[src/rtl/host_dword_framer_pkg.sv]
// Shared types for the host byte-stream to dword framer: header layout,
// pad word and framer state encoding.
package host_dword_framer_pkg;

    localparam int          HDR_CMD  = 0;
    localparam int          HDR_LEN  = 8;
    localparam int          HDR_QUAD = 16;
    localparam logic [31:0] PAD_WORD = 32'hFFFF_FFFF;

    // Field order mirrors HDR_CMD/HDR_LEN/HDR_QUAD; reserved bits ride along untouched.
    typedef struct packed {
        logic [14:0] reserved;
        logic        quad;
        logic [7:0]  len;
        logic [7:0]  cmd;
    } hdr_t;

    typedef enum logic [2:0] {
        ST_HDR      = 3'd0,
        ST_HDR_WAIT = 3'd1,
        ST_DATA     = 3'd2,
        ST_DRAIN    = 3'd3,
        ST_PAD      = 3'd4
    } state_t;

endpackage

[src/rtl/host_dword_framer_byte_packer.sv]
// Little-endian byte-to-dword assembly with a single output slot and the
// host-side ready logic.
module byte_packer (
    input  logic        clk_in,
    input  logic        reset,
    input  logic [7:0]  rx_data,
    input  logic        rx_valid,
    input  logic        hold_off,
    input  logic        release_slot,
    input  logic        flush,
    output logic        rx_ready,
    output logic        accept,
    output logic        out_valid,
    output logic [31:0] out_data,
    output logic [1:0]  byte_cnt
);

    logic [23:0] asm_q;

    // The 4th byte can only land if the slot is free, which costs at most one bubble.
    assign rx_ready = !reset && !(byte_cnt == 2'd3 && out_valid) && !hold_off;
    assign accept   = rx_valid && rx_ready;

    always_ff @(posedge clk_in or posedge reset) begin
        if (reset) begin
            byte_cnt  <= 2'd0;
            asm_q     <= 24'd0;
            out_valid <= 1'b0;
            out_data  <= 32'd0;
        end else begin
            if (release_slot)
                out_valid <= 1'b0;
            if (flush) begin
                byte_cnt <= 2'd0;
            end else if (accept) begin
                byte_cnt <= byte_cnt + 2'd1;
                case (byte_cnt)
                    2'd0: asm_q[7:0]   <= rx_data;
                    2'd1: asm_q[15:8]  <= rx_data;
                    2'd2: asm_q[23:16] <= rx_data;
                    default: begin
                        out_data  <= {rx_data, asm_q};
                        out_valid <= 1'b1;
                    end
                endcase
            end
        end
    end

endmodule

[src/rtl/host_dword_framer.sv]
// Turns the host byte stream into header/data dword strobes for dword_interface,
// gating headers on busy and padding frames cut short by an inter-byte timeout.
module host_dword_framer
    import host_dword_framer_pkg::*;
#(
    parameter int MAX_LEN = 65,
    parameter int TIMEOUT = 1_000_000
) (
    input  logic        clk_in,
    input  logic        reset,
    input  logic [7:0]  rx_data,
    input  logic        rx_valid,
    output logic        rx_ready,
    input  logic        busy,
    output logic        wr,
    output logic [31:0] data_from_PC,
    output logic        frame_err
);

    localparam int IDLE_W = (TIMEOUT > 1) ? $clog2(TIMEOUT + 1) : 1;

    state_t            state;
    state_t            state_nxt;
    logic [7:0]        dw_left;
    logic [7:0]        skip_left;
    logic [IDLE_W-1:0] idle_cnt;

    logic              accept;
    logic              slot_valid;
    logic [31:0]       slot_data;
    logic [1:0]        byte_cnt;
    logic              release_slot;
    logic              hold_off;
    logic              idle_active;
    logic              timeout;
    logic              oversize;
    hdr_t              hdr;

    assign hdr      = hdr_t'(slot_data);
    assign oversize = int'(hdr.len) > MAX_LEN;
    assign hold_off = (state == ST_PAD);

    // A byte accepted in the expiry cycle counts as activity, so it suppresses the timeout.
    assign idle_active = (byte_cnt != 2'd0) || (state == ST_DATA) || (state == ST_DRAIN);
    assign timeout     = idle_active && !accept && (idle_cnt == IDLE_W'(TIMEOUT - 1));

    byte_packer u_packer (
        .clk_in       (clk_in),
        .reset        (reset),
        .rx_data      (rx_data),
        .rx_valid     (rx_valid),
        .hold_off     (hold_off),
        .release_slot (release_slot),
        .flush        (timeout),
        .rx_ready     (rx_ready),
        .accept       (accept),
        .out_valid    (slot_valid),
        .out_data     (slot_data),
        .byte_cnt     (byte_cnt)
    );

    always_ff @(posedge clk_in or posedge reset) begin
        if (reset)
            state <= ST_HDR;
        else
            state <= state_nxt;
    end

    always_comb begin
        state_nxt = state;
        case (state)
            ST_HDR: begin
                if (slot_valid)
                    state_nxt = oversize ? ST_DRAIN : ST_HDR_WAIT;
            end
            ST_HDR_WAIT: begin
                if (slot_valid && !busy)
                    state_nxt = (hdr.len == 8'd0) ? ST_HDR : ST_DATA;
            end
            ST_DATA: begin
                if (timeout)
                    state_nxt = ST_PAD;
                else if (slot_valid && dw_left <= 8'd1)
                    state_nxt = ST_HDR;
            end
            ST_DRAIN: begin
                if (timeout)
                    state_nxt = ST_HDR;
                else if (slot_valid && skip_left <= 8'd1)
                    state_nxt = ST_HDR;
            end
            ST_PAD: begin
                if (dw_left <= 8'd1)
                    state_nxt = ST_HDR;
            end
            default: state_nxt = ST_HDR;
        endcase
    end

    // Data words go out the cycle after assembly whatever busy says; only headers wait.
    always_comb begin
        wr           = 1'b0;
        data_from_PC = slot_data;
        frame_err    = 1'b0;
        release_slot = 1'b0;
        case (state)
            ST_HDR: begin
                if (slot_valid && oversize) begin
                    frame_err    = 1'b1;
                    release_slot = 1'b1;
                end
            end
            ST_HDR_WAIT: begin
                if (slot_valid && !busy) begin
                    wr           = 1'b1;
                    release_slot = 1'b1;
                end
            end
            ST_DATA: begin
                if (slot_valid) begin
                    wr           = 1'b1;
                    release_slot = 1'b1;
                end
                if (timeout)
                    frame_err = 1'b1;
            end
            ST_DRAIN: begin
                if (slot_valid)
                    release_slot = 1'b1;
            end
            ST_PAD: begin
                wr           = 1'b1;
                data_from_PC = PAD_WORD;
            end
            default: begin
                wr = 1'b0;
            end
        endcase
    end

    always_ff @(posedge clk_in or posedge reset) begin
        if (reset) begin
            idle_cnt  <= '0;
            dw_left   <= 8'd0;
            skip_left <= 8'd0;
        end else begin
            if (accept || !idle_active || timeout)
                idle_cnt <= '0;
            else
                idle_cnt <= idle_cnt + IDLE_W'(1);

            case (state)
                ST_HDR_WAIT: begin
                    if (slot_valid && !busy)
                        dw_left <= hdr.len;
                end
                ST_DATA: begin
                    if (slot_valid && !timeout)
                        dw_left <= dw_left - 8'd1;
                end
                ST_PAD: begin
                    dw_left <= dw_left - 8'd1;
                end
                default: begin
                    dw_left <= dw_left;
                end
            endcase

            if (state == ST_HDR && slot_valid && oversize)
                skip_left <= hdr.len;
            else if (state == ST_DRAIN && timeout)
                skip_left <= 8'd0;
            else if (state == ST_DRAIN && slot_valid)
                skip_left <= skip_left - 8'd1;
        end
    end

endmodule

[config.mk]
export PLATFORM = sky130hd
export DESIGN_NAME = host_dword_framer
export DESIGN_NICKNAME = d
export VERILOG_FILES = /design/src/rtl/host_dword_framer_pkg.sv /design/src/rtl/host_dword_framer_byte_packer.sv /design/src/rtl/host_dword_framer.sv
export SDC_FILE = /design/constraint.sdc
export NUM_CORES = 1
export LEC_CHECK = 0
export CORE_MARGIN = 5
export CORE_UTILIZATION = 52
export CTS_CLUSTER_DIAMETER = 120
export DETAILED_ROUTE_END_ITERATION = 8
export GPL_TIMING_DRIVEN = 0
export PLACE_DENSITY_LB_ADDON = 0.2
export SETUP_SLACK_MARGIN = 0.05
export SLEW_MARGIN = 30
export SYNTH_ARGS = -nofsm -noshare
export SYNTH_HDL_FRONTEND = slang
export SYNTH_SLANG_ARGS = --single-unit
[constraint.sdc]
create_clock -name clk_in -period 3.3 [get_ports clk_in]
set_clock_uncertainty 0.1 [all_clocks]
set_input_delay 0.825 -clock clk_in [delete_from_list [all_inputs] [get_ports clk_in]]
set_output_delay 0.825 -clock clk_in [all_outputs]
set_load 0.02 [all_outputs]
==> summary.md, run 1 <==
| Metric | Value |
|---|---|
| Dominant cell type by area after synthesis | `dfrtp_1` |
| EDFF count, synth | `0` |
| Crit path time final | `3.218 ns` |
| Hold path cells | `1` |
| Inst Count DP | `615` |
| Post-CTS Hold Buffers | `0` |
| Max incr delay on CP | `0.60 ns` |
| H-tree depth | `3` |
| Share of cells above drive strength 1 | `21.33%` |
| IO Port Bufs | `46` |
| Worst-Margin Slew | `0.9692 ns` |
| Congestion Overflow GR | `0` |
| VDD IR max | `0.5143 mV` |
| Cts bufs inserted | `9` |
| Unrepaired setup endpoints after global routing | `yes` |
| I/O pin cnt | `47` |
| Crit end category | `output port` |
| Critical setup path kind | `reg -> out` |
| Diode count | `0` |
| Vias in the first global route | `3,788` |
| Average vias per placed instance | `5.722` |
| Top cell type's share of synthesized area | `50.09%` |
| Pre-Repair DR Iteration Count | `4` |
| Number of remaining DRC errors | `0` |
| Initial detailed-routing violation count | `133` |
| Die footprint | `11,460 um^2` |
| CTS tree | `built` |
| Ys Warns | `0` |
| Maximum root-to-sink buffer count | `2` |
| Crit start category | `register` |
| Post-detail-place hpwl | `7732 um` |
| Fin nets | `542` |
| Crit. path cell count | `7` |
| Slew HR | `34.79%` |
| Hold WC Path Type | `reg -> reg` |
| Core Region | `9196 um^2` |
| Clock root cell | `clkbuf_8` |
| Max cap viols | `0` |
| Status | `finished clean` |
| Mapped Nets | `476` |
| Worst r2r path cells | `8` |
| Via Count | `3,639` |
| Slew Viols, Final | `0` |
| Final setup viols | `0` |
| Clock sinks | `98` |
| Yosys cell types | `50` |
| GRT Resource Usage Total | `20.28%` |
| Die Span X | `107.0 um` |
| Final setup margin | `0.08237 ns` |
| Syn-to-layout area delta | `19.50%` |
| Synth area leaders | `dfrtp_1 50%, mux2_2 13%, nand2b_1 4.6%` |
| Final hold vios | `0` |
| Mapped Area | `4896 um^2` |
| DRT antenna net count | `0` |
| Reg clk slew, reported paths | `0.10 ns` |
| Antenna violations before repair | `0` |
| Post-synth ARST share | `100.0%` |
| Arrival time at the worst endpoint | `2.29 ns` |
| Top FF cell, synth | `dfrtp_1` |
| First-pass GRT wire length | `18,400 um` |
| Critical Path RT | `2.37 ns` |
| Power density cells | `793.0 nW/um^2` |
| Clk Latency, worst-skew pair | `0.38 ns` |
| Dpl ws | `-0.7628 ns` |
| Register area share after synthesis | `50.09%` |
| Die Ht | `107.0 um` |
| Post-Layout Cell Count | `636` |
| Num rows | `35` |
| Largest net degree at the start of global routing | `27` |
| Syn_area_per_cell | `10.78 um^2` |
| Wire per inst | `17.04 um` |
| Crit path buf inv count | `5` |
| #FFs+latches synth | `98` |
| Routability Congestion | `0.8788` |
| WL final | `10,840 um` |
| Pleak | `2.638 nW` |
| Peak Freq | `0.3108 GHz` |
| Starting Density | `53.24%` |
| Critical-path top delay cell | `clkdlybuf4s50_1` |
| CP Max Fanout | `6` |
| Crit-path leading delay family | `buffers and inverters` |
| Crit path cell chain | `buf_6, or3b_4, buf_6, buf_4, buf_4, nand2b_1, clkdlybuf4s50_1` |
| Synth Instances | `454` |
| Crit share post-route | `97.50%` |
[cells in the final DEF, fill, tap and decap left out, types with 8 or more instances in the layout]
| master | n |
|---|---|
| dlygate4sd2_1 | 28 |
| clkbuf_8 | 9 |
| nor2_1 | 42 |
| clkbuf_1 | 10 |
| clkdlybuf4s50_1 | 13 |
| ha_1 | 9 |
| nand3_1 | 12 |
| a21oi_1 | 15 |
| dfrtp_1 | 98 |
| nand4_1 | 9 |
| xor2_1 | 16 |
| inv_1 | 12 |
| nor3_1 | 9 |
| nand2b_1 | 36 |
| nand2_1 | 30 |
| buf_4 | 8 |
| xnor2_1 | 9 |
| mux2_2 | 57 |
[Yosys cell counts (2+ instances only)]
cell	instances
dfrtp_1	98
inv_1	13
a31o_2	2
nand4b_1	3
nor4_1	7
a32o_1	2
mux2_2	57
nand4_1	9
xnor2_1	9
xor2_1	16
a31oi_1	7
and2_1	3
and4_1	2
and3_1	2
buf_2	4
o21bai_1	2
o22ai_1	3
or2_2	2
nor2_1	42
ha_1	10
o211ai_1	3
nand2_1	30
o2111ai_1	2
nand3_1	12
buf_6	3
nand2b_1	36
nor2b_1	2
or3_1	3
o21ai_0	4
nor3_1	9
o31ai_1	7
clkbuf_1	15
a21oi_1	15
nor4b_1	4
[registers in the layout, indices dropped and copies added, names as in the netlist]
signal and count:
dw_left 8, skip_left 8, state 3, idle_cnt 20
u_packer.out_valid 1, u_packer.asm_q 24, u_packer.byte_cnt 2, u_packer.out_data 32
[cell type report]
type / count / area [um^2]
Clock inverter: 7 / 61.31
Tap cell: 111 / 138.9
Inverter: 14 / 56.30
Clock buffer: 9 / 123.9
Sequential cell: 98 / 2452
Buffer: 19 / 101.3
Timing Repair Buffer: 58 / 599.3
Multi-Input combinational cell: 320 / 2317
Fill cell: 759 / 3346
[power by group]
part	switching [mW]	internal [mW]
Combinational	0.933	0.916
Sequential	0.375	1.66
Clock	0.463	0.289
[per-layer routing]
layer	track usage (%)	wire, um	up-vias
met3	5.238	541	16
met5	0	0	-
met2	33.69	5277	86
li1	-	-	1727
met1	25.99	4834	1810
met4	6.301	182	0
[kinds of logic after synthesis]
family,count (synthesis),synth area share [%]
simple gates,171,18.37
compound gates,55,7.565
flops,98,50.09
mux,59,13.62
xor+xnor,25,4.472
buf+inv,36,3.322
fa+ha+maj,10,2.556
[path summary, 6_finish.rpt]
check,startpoint,endpoint,slack (ns)
max,state[0],data_from_PC[1],0.08
min,idle_cnt[0],idle_cnt[0],0.39
max reg2reg,state[0],u_packer.out_data[17],0.68
min reg2reg,idle_cnt[0],idle_cnt[0],0.39
max in group asynchronous,reset,u_packer.out_data[15],1.77
min in group asynchronous,reset,skip_left[4],0.52
[per-stage QoR]
stage                     hold WS, ns  total power, mW  instance area (um^2)  TNS (ns)  utilization, %
after floorplan                0.3546            3.253                  4900         0               -
after global placement         0.3723            3.919                  5499    -1.188           59.80
after detailed placement       0.3758            4.000                  5602    -1.172           60.91
after CTS                      0.3913            4.640                  5821  -0.01061           63.29
after global routing           0.4170            4.955                  5851         0           63.62
final                          0.3910            4.639                  5851         0           63.62
[repair_timing]
| action | CTS | global route |
|---|---|---|
| gates cloned | 0 | 0 |
| setup buffers | 6 | 2 |
| setup endpoints to repair | 31 | 4 |
| gates resized for setup | 42 | 9 |
| pin swaps | 3 | 0 |
Power figures use the tool's default switching activity.
==> run 2, diff against run 1 <==
==> constraint.sdc (replaced) <==
create_clock -name clk_in -period 2.7 [get_ports clk_in]
set_clock_uncertainty 0.1 [all_clocks]
set_input_delay 0.675 -clock clk_in [delete_from_list [all_inputs] [get_ports clk_in]]
set_output_delay 0.675 -clock clk_in [all_outputs]
set_load 0.02 [all_outputs]
==> run 2 against run 1 <==
Net effect: the run now ends with setup timing left; register-to-register slack got worse by 0.47 ns; first-iteration DRC count rose by 14%; power rose by 28%; non-clock buffer count did not move; final cell count did not move; sequential share of layout area fell by 1.1 points; setup slack got worse by 0.41 ns; core utilization rose by 1.7 points; count of clock-buffer cells in the layout rose by 1; combinational power rose by 34%; sequential cell count did not move; final area rose by 2.7%; largest power group unchanged.
==> summary.md, run 2 (same netlist as run 1, synthesis figures left out) <==
| Metric | Value |
|---|---|
| Hold_ws | `0.2521 ns` |
| GRT Resource Usage Total | `21.46%` |
| Share of cells above drive strength 1 | `31.05%` |
| Final setup margin | `-0.3296 ns` |
| Core Region | `9196 um^2` |
| Status | `finished, violations left` |
| Hold WC Path Type | `in -> async` |
| Peak Freq | `0.3301 GHz` |
| Reg clk slew, reported paths | `0.10 ns` |
| Congestion Overflow GR | `0` |
| Setup TNS | `-0.3296 ns` |
| Number of remaining DRC errors | `0` |
| Crit share post-route | `112.2%` |
| Die Ht | `107.0 um` |
| Number of fill cells | `731` |
| Starting Density | `53.24%` |
| Area of the multi-input gates | `2422 um^2` |
| Wire per inst | `18.71 um` |
| Pleak | `2.716 nW` |
| Violated checks | `setup timing` |
| Fin util | `65.35%` |
| Initial detailed-routing violation count | `151` |
| Crit start category | `register` |
| Maximum root-to-sink buffer count | `2` |
| Pre-Repair DR Iteration Count | `4` |
| Via Count | `3,719` |
| Unrepaired setup endpoints after global routing | `yes` |
| Final hold vios | `0` |
| Syn-to-layout area delta | `22.74%` |
| Dpl ws | `-1.013 ns` |
| Antenna violations before repair | `0` |
| VDD IR max | `0.6220 mV` |
| Power density cells | `990.7 nW/um^2` |
| Clock root cell | `clkbuf_8` |
| Fin nets | `542` |
| Post-CTS Hold Buffers | `0` |
| Crit path time final | `3.030 ns` |
| CP Max Fanout | `5` |
| Clk Latency, worst-skew pair | `0.38 ns` |
| Slew Viols, Final | `0` |
| Crit end category | `output port` |
| Routability Congestion | `0.8878` |
| Vias in the first global route | `3,739` |
| DRT antenna net count | `0` |
| Diode count | `0` |
| Reg area | `2452 um^2` |
| Max FFs per register | `32` |
| Num rows | `35` |
| Die Span X | `107.0 um` |
| Critical Path RT | `1.92 ns` |
| Final setup viols | `1` |
| Critical setup path kind | `reg -> out` |
| Commonest non-fill, non-tap cell in the layout | `dfrtp_1` |
| Slew HR | `35.85%` |
| Most frequent cells in the layout | `98 x dfrtp_1, 57 x mux2_2, 42 x nor2_1` |
| Max cap viols | `0` |
| Cts bufs inserted | `9` |
| CTS tree | `built` |
| Average vias per placed instance | `5.847` |
| Arrival time at the worst endpoint | `2.25 ns` |
| IO Port Bufs | `46` |
| WL final | `11,900 um` |
| Die footprint | `11,460 um^2` |
| Largest Register | `u_packer.out_data` |
| Total power | `5.954 mW` |
| Largest net degree at the start of global routing | `29` |
| H-tree depth | `3` |
| Clock sinks | `98` |
| Post-detail-place hpwl | `7976 um` |
| I/O pin cnt | `47` |
| First-pass GRT wire length | `19,250 um` |
| Top flop regs | `u_packer.out_data: 32 flops, u_packer.asm_q: 24 flops, idle_cnt: 20 flops` |
| Worst-Margin Slew | `0.9535 ns` |
==> run 2: timing repair <==
action | in CTS | in global routing
endpoints found under the setup margin | 43 | 58
gates resized for setup | 182 | 41
pin swaps | 1 | 2
gates cloned | 1 | 0
buffers inserted | 4 | 7
==> run 2: stage by stage <==
stage | area, um^2 | std cells
3_5_place_dp | 5615 | 615
6_report | 6010 | 636
5_1_grt | 6010 | 636
2_1_floorplan | 4913 | 454
3_3_place_gp | 5513 | 611
4_1_cts | 5877 | 636
==> run 2: worst max-delay path: stages (launching register included) <==
cell and delay (ns):
dfrtp_1 0.40, or3b_4 0.40, buf_6 0.14, and3_4 0.16
or4b_4 0.58, nand2b_4 0.09, buf_6 0.11
==> run 2: layout make-up <==
type	instances	area share, %
plain buffers	16	1.957
clock buffers	10	2.290
clock inverters	6	0.9577
inverters	14	0.9369
multi-input cells	320	40.31
flip-flops and latches	98	40.81
well taps	111	2.311
repair buffers	61	10.43
==> run 2: per-layer routing <==
layer	wire length (um)	vias up	share of wire, %	global-route usage [%]
li1	-	1723	-	-
met1	5294	1890	44	29.19
met2	5994	88	50	34.90
met3	388	18	3.3	3.432
met4	223	0	1.9	7.489
met5	0	-	0	0
==> run 2: power breakdown <==
group          switching (mW)  internal [mW]  total, mW
sequential              0.488           2.03       2.52
combinational            1.19           1.29       2.48
clock                   0.572          0.380      0.952
==> run 2: final timing paths <==
kind / start / end / slack, ns / cells past startpoint
worst max-delay path: state[1] / frame_err / -0.33 / 6
worst min-delay path: reset / idle_cnt[7] / 0.25 / 2
worst max register to register: state[1] / dw_left[1] / 0.21 / 7
worst min register to register: idle_cnt[0] / idle_cnt[0] / 0.39 / 1
max in group asynchronous: reset / u_packer.asm_q[14] / 1.62 / 4
min in group clk_in: idle_cnt[0] / idle_cnt[0] / 0.39 / 1
